**config.mk**
```make
export PLATFORM = sky130hd
export DESIGN_NAME = beep_sequencer
export DESIGN_NICKNAME = d
export VERILOG_FILES = /design/src/rtl/beep_pkg.sv /design/src/rtl/beep_tone_gen.sv /design/src/rtl/beep_sequencer.sv
export SDC_FILE = /design/constraint.sdc
export NUM_CORES = 1
export LEC_CHECK = 0
export CELL_PAD_IN_SITES_DETAIL_PLACEMENT = 0
export CELL_PAD_IN_SITES_GLOBAL_PLACEMENT = 1
export CORE_MARGIN = 1.5
export CORE_UTILIZATION = 44
export CTS_BUF_LIST = sky130_fd_sc_hd__clkbuf_2 sky130_fd_sc_hd__clkbuf_4 sky130_fd_sc_hd__clkbuf_8
export CTS_CLUSTER_DIAMETER = 80
export DETAILED_ROUTE_END_ITERATION = 8
export GPL_TIMING_DRIVEN = 0
export HOLD_SLACK_MARGIN = 0.1
export PLACE_DENSITY_LB_ADDON = 0.08
export SETUP_SLACK_MARGIN = 0.02
export SYNTH_ARGS = -nofsm -noshare
export SYNTH_HDL_FRONTEND = slang
export SYNTH_SLANG_ARGS = --single-unit
```
**constraint.sdc**
```tcl
create_clock -name sys_clk -period 2 [get_ports sys_clk]
set_input_delay 0.2 -clock sys_clk [delete_from_list [all_inputs] [get_ports sys_clk]]
set_output_delay 0.2 -clock sys_clk [all_outputs]
set_load 0.01 [all_outputs]
```
**src/rtl/beep_pkg.sv**
```systemverilog
// Shared types and helpers for the beep sequencer.
package beep_pkg;

  typedef enum logic [1:0] {
    ST_IDLE = 2'd0,
    ST_ON   = 2'd1,
    ST_OFF  = 2'd2,
    ST_GAP  = 2'd3
  } beep_state_e;

  localparam int unsigned GAP_UNITS = 3;

  // Ceiling log2, never below 1 so degenerate sizes still give a legal vector.
  function automatic int unsigned clog2_min1(input int unsigned value);
    int unsigned w;
    w = 1;
    while ((64'(1) << w) < 64'(value)) begin
      w = w + 1;
    end
    return w;
  endfunction

endpackage

```
**src/rtl/beep_tone_gen.sv**
```systemverilog
// Square-wave tone source; restart forces the phase high, enable advances it.
module beep_tone_gen
  import beep_pkg::*;
#(
  parameter int unsigned TONE_HALF = 12_500
) (
  input  logic sys_clk,
  input  logic sys_rst_n,
  input  logic enable,
  input  logic restart,
  output logic tone_c
);

  localparam int unsigned TW = clog2_min1(TONE_HALF);

  logic [TW-1:0] cnt_q, cnt_d;
  logic          phase_q, phase_d;

  always_comb begin
    cnt_d   = cnt_q;
    phase_d = phase_q;
    if (restart) begin
      cnt_d   = '0;
      phase_d = 1'b1;
    end else if (enable) begin
      if (cnt_q == TW'(TONE_HALF - 1)) begin
        cnt_d   = '0;
        phase_d = ~phase_q;
      end else begin
        cnt_d = cnt_q + TW'(1);
      end
    end
  end

  // Next-cycle phase, so the caller can register it in step with its state.
  assign tone_c = phase_d;

  always_ff @(posedge sys_clk or negedge sys_rst_n) begin
    if (!sys_rst_n) begin
      cnt_q   <= '0;
      phase_q <= 1'b0;
    end else begin
      cnt_q   <= cnt_d;
      phase_q <= phase_d;
    end
  end

endmodule

```
**src/rtl/beep_sequencer.sv**
```systemverilog
// Shared buzzer controller: latches requests, grants by fixed priority and
// plays (id+1) gated tone bursts followed by a silent gap.
module beep_sequencer
  import beep_pkg::*;
#(
  parameter int unsigned NREQ      = 4,
  parameter int unsigned UNIT_CYC  = 5_000_000,
  parameter int unsigned TONE_HALF = 12_500
) (
  input  logic                             sys_clk,
  input  logic                             sys_rst_n,
  input  logic [NREQ-1:0]                  req,
  input  logic                             stop,
  input  logic                             mute,
  output logic                             beep,
  output logic                             busy,
  output logic [clog2_min1(NREQ)-1:0]      grant_id,
  output logic                             done
);

  localparam int unsigned GW = clog2_min1(NREQ);
  localparam int unsigned UW = clog2_min1(GAP_UNITS * UNIT_CYC);

  beep_state_e     state_q, state_d;
  logic [UW-1:0]   unit_q, unit_d;
  logic [GW-1:0]   beeps_q, beeps_d;
  logic [GW-1:0]   grant_q, grant_d;
  logic [NREQ-1:0] pending_q, pending_d;
  logic            beep_q, beep_d;
  logic            busy_q, busy_d;
  logic            done_q, done_d;

  logic [GW-1:0]   win_id_c;
  logic            win_found_c;
  logic [NREQ-1:0] grant_clr_c;
  logic [UW-1:0]   unit_len_m1_c;
  logic            unit_last_c;
  logic            tone_c;

  // Lowest-index pending requester wins.
  always_comb begin
    win_id_c    = '0;
    win_found_c = 1'b0;
    for (int unsigned i = 0; i < NREQ; i++) begin
      if (pending_q[i] && !win_found_c) begin
        win_id_c    = GW'(i);
        win_found_c = 1'b1;
      end
    end
  end

  always_comb begin
    unit_len_m1_c = (state_q == ST_GAP) ? UW'(GAP_UNITS * UNIT_CYC - 1)
                                        : UW'(UNIT_CYC - 1);
    unit_last_c   = (unit_q == unit_len_m1_c);
  end

  // Next-state, pending and output logic.
  always_comb begin
    state_d     = state_q;
    beeps_d     = beeps_q;
    grant_d     = grant_q;
    grant_clr_c = '0;
    done_d      = 1'b0;

    unique case (state_q)
      ST_IDLE: begin
        if (win_found_c) begin
          state_d     = ST_ON;
          grant_d     = win_id_c;
          beeps_d     = win_id_c;
          grant_clr_c = NREQ'(1) << win_id_c;
        end
      end
      ST_ON: begin
        if (unit_last_c) begin
          if (beeps_q != '0) begin
            state_d = ST_OFF;
            beeps_d = beeps_q - GW'(1);
          end else begin
            state_d = ST_GAP;
          end
        end
      end
      ST_OFF: begin
        if (unit_last_c) begin
          state_d = ST_ON;
        end
      end
      ST_GAP: begin
        if (unit_last_c) begin
          state_d = ST_IDLE;
          done_d  = 1'b1;
        end
      end
      default: state_d = ST_IDLE;
    endcase

    // stop overrides everything, including a grant decided this cycle.
    if (stop) begin
      state_d     = ST_IDLE;
      beeps_d     = beeps_q;
      grant_d     = grant_q;
      grant_clr_c = '0;
      done_d      = 1'b0;
    end

    pending_d = stop ? '0 : ((pending_q & ~grant_clr_c) | req);

    if (state_d != state_q || state_q == ST_IDLE) begin
      unit_d = '0;
    end else begin
      unit_d = unit_q + UW'(1);
    end

    beep_d = (state_d == ST_ON) && !mute && tone_c;
    busy_d = (state_d != ST_IDLE);
  end

  beep_tone_gen #(
    .TONE_HALF (TONE_HALF)
  ) u_tone (
    .sys_clk   (sys_clk),
    .sys_rst_n (sys_rst_n),
    .enable    ((state_q == ST_ON) && (state_d == ST_ON)),
    .restart   ((state_q != ST_ON) && (state_d == ST_ON)),
    .tone_c    (tone_c)
  );

  always_ff @(posedge sys_clk or negedge sys_rst_n) begin
    if (!sys_rst_n) begin
      state_q   <= ST_IDLE;
      unit_q    <= '0;
      beeps_q   <= '0;
      grant_q   <= '0;
      pending_q <= '0;
      beep_q    <= 1'b0;
      busy_q    <= 1'b0;
      done_q    <= 1'b0;
    end else begin
      state_q   <= state_d;
      unit_q    <= unit_d;
      beeps_q   <= beeps_d;
      grant_q   <= grant_d;
      pending_q <= pending_d;
      beep_q    <= beep_d;
      busy_q    <= busy_d;
      done_q    <= done_d;
    end
  end

  assign beep     = beep_q;
  assign busy     = busy_q;
  assign grant_id = grant_q;
  assign done     = done_q;

endmodule

```
==> out/qor.csv <==
stage;metric;value;unit
status;status;complete, but fails checks;
status;violations;negative setup slack;
global_routing;grt_pass1_wl;10990;um
worst_setup_path;cpMaxStageDelayCell;a2111o_1;
timing;hold_viol;0;
yosys;yosysSeqAreaShare;45.63;%
die;rows;29;
clock_tree;cts.sinks;52;
worst_setup_path;reg2reg_depth;7;
clock_tree;cts-root-buf;clkbuf_8;
yosys;syn_inst;313;
final_layout;nets;353;
min_path;hold_class;in -> reg;
timing;fin_crit_sh;113.2;%
final_layout;fillers;586;
timing;skew;0.007138;ns
global_routing;antenna_found_initial;0;
clock_tree;cts_tree;built;
worst_setup_path;cp.required;2.23;ns
die;start_util;45.16;%
timing;rsz0062_at_grt;true;
route;drtAntennaViolNets;0;
timing;slew_violations;0;
global_routing;grt_use_total;19.23;%
yosys;yosys.area.top_type_share;45.63;%
final_layout;drive_above_1_share;16.62;%
die;coreArea;6314;um^2
yosys;ys_types;50;
worst_setup_path;crit_buf_inv;2;
timing;layout_min_cycle_time;2.264;ns
global_routing;grt_pass1_vias;2334;
worst_setup_path;cp_top_family;compound AO/OA/AOI/OAI gates;
place;dp_hpwl;4367;um
min_path;hold_path_depth;2;
yosys;synthArstFlopShare;100.0;%
worst_setup_path;crit_path_start_kind;register;
worst_setup_path;crit_cells;7;
worst_setup_path;slowest_delay;0.48;ns
yosys;yosysWarnings;0;
worst_setup_path;worstSetupEndpointType;register;
power;leakage;0.001385;uW
timing;worstMarginPinSlew;0.6213;ns
clock_tree;cts_max_path_buffers;2;
yosys;synth_top_flop_cell;dfrtp_1;
final_layout;design_area;3416;um^2
yosys;synth_edf_count;0;
timing;setup_violations;46;
route;avgViaCountPerCell;5.643;
worst_setup_path;crit_fanout;10;
power;power;2076;uW
place;place.gp.congestion;0.7604;
yosys;syn_avg_cell_area;9.110;um^2
final_layout;diodes;0;
timing;fin_tns_setup;-7.944;ns
power;ir_worst_vdd;301.4;uV
timing;slew_headroom;58.20;%
route;drt_iter0_drc;101;
clock_tree;numCtsBuffers;5;
final_layout;register_area;1304;um^2
route;drt_first_pass_iters;6;
route;routed_wl;6367;um
die;die_w;83.50;um
clock_tree;htreeDepth;2;
flow_run;drv_cap;0;
yosys;yosys-top-cells-area;dfrtp_1, nor2_1, xor2_1;
clock_tree;clk_latency;0.31;ns
route;drc_errors;0;
route;avgRoutedWirePerCell;15.16;um
route;vias;2370;
yosys;yosys.area.top_type;dfrtp_1;
timing;setup_slack;-0.2638;ns
power;pwr_density_cell;607.9;nW/um^2
worst_setup_path;crit_type;reg -> reg;
yosys;ys_ff_latch;52;
yosys;synth_area;2851;um^2
final_layout;multiInputGateArea;1506;um^2
place;place_area;3093;um^2
final_layout;final_core_util;54.10;%
die;boundaryPins;13;
timing;fmax;0.4417;GHz
worst_setup_path;cp_cell_sequence;buf_6 -> nand4_1 -> or4b_1 -> a2111o_1 -> mux2_4 -> buf_12 -> o221ai_2;
die;die_area;6972;um^2
global_routing;grt_overflow;0;
die;die-height;83.50;um
clock_tree;path_clk_slew;0.10;ns
final_layout;area_growth;19.79;%
yosys;syn-num-nets;324;
worst_setup_path;cp.arrival;2.49;ns
place;io_buffers;11;
global_routing;grt_max_degree;30;
==> path summary, 6_finish.rpt <==
kind / startpoint / to / slack (ns)
setup / recovery: unit_q[7] / u_tone.cnt_q[10] / -0.26
hold / removal: stop / pending_q[2] / 0.32
setup reg to reg: unit_q[7] / u_tone.cnt_q[10] / -0.26
hold reg to reg: unit_q[0] / unit_q[0] / 0.47
max in group asynchronous: sys_rst_n / state_q[1] / 1.01
min in group asynchronous: sys_rst_n / unit_q[7] / 0.41
==> cells in the final DEF (no fill, tap or decap), types with 6 or more instances in the layout <==
master and n:
o221ai_2 7, a21oi_1 9, nand3_1 23, xor2_1 20
buf_4 7, dfrtp_1 50, clkdlybuf4s50_1 10, and4_1 6
nor2_1 46, clkbuf_8 6, nand4_1 9, nand2_1 23
inv_1 19
==> cells in the mapped netlist (4+ instances only) <==
library cell / number
nor4_1: 4
nand4_1: 9
inv_1: 19
or3_1: 4
and4_1: 6
and3_1: 5
o221ai_1: 4
dfrtp_1: 52
o221ai_2: 5
and2_1: 4
nand2_1: 24
a21oi_1: 11
nor3_1: 5
o21ai_0: 7
xor2_1: 20
buf_2: 4
nor2_1: 48
nand3_1: 23
clkbuf_1: 8
==> area by class of cell <==
class	count	area share, %
repair buffers	22	6.410
plain buffers	14	3.700
clock inverters	2	0.4762
inverters	19	2.088
multi-input cells	228	44.10
flip-flops and latches	52	38.17
well taps	77	2.821
clock buffers	6	2.234
==> metal layers <==
layer	part of all wire, %	track usage, %
met1	47	25.22
met2	49	32.59
met3	2.6	3.264
met4	1.5	6.110
met5	0	0
==> what timing repair did <==
item | 4_1_cts | 5_1_grt
hold buffers | 1 | 0
pin swaps | 1 | 3
setup endpoints to repair | 46 | 46
gates cloned | 0 | 0
buffers inserted | 5 | 4
gates resized for setup | 18 | 22
hold endpoints to repair | 23 | 0
==> registers in the layout (all words and copies together) (netlist names) <==
signal and flops:
unit_q 24, u_tone.cnt_q 14, pending_q 4, beeps_q 2
grant_id 2, state_q 2, beep 1, busy 1
done 1, u_tone.phase_q 1
==> power by group <==
part	internal [uW]	total, uW	switching [uW]	leakage, uW
Combinational	145	319	174	0.000642
Clock	264	626	362	0.0000448
Sequential	1100	1130	34.8	0.000699
Total	1510	2080	571	0.00139
==> cells by family (layout without fill, tap and decap cells) <==
kind of cell	count (synthesis)	count (layout)	share of synthesized area [%]
AO/OA/AOI/OAI	49	49	12.86
multiplexers	3	3	1.228
adder cells (fa/ha/maj)	3	3	1.317
AND/OR/NAND/NOR	151	151	27.42
buffers and inverters	33	63	4.783
XOR/XNOR	22	22	6.758
flip-flops	52	52	45.63
==> stage by stage <==
step / hold slack (ns) / setup WS (ns) / std cells
global route: 0.3520 / -0.3209 / 420
CTS: 0.3055 / -0.2579 / 416
global placement: 0.4460 / -0.8744 / 401
finish: 0.3229 / -0.2638 / 420
detailed placement: 0.2471 / -0.4052 / 402
floorplan: -0.09559 / -0.1373 / 313
Note: power is estimated with default switching activity, not from simulation.
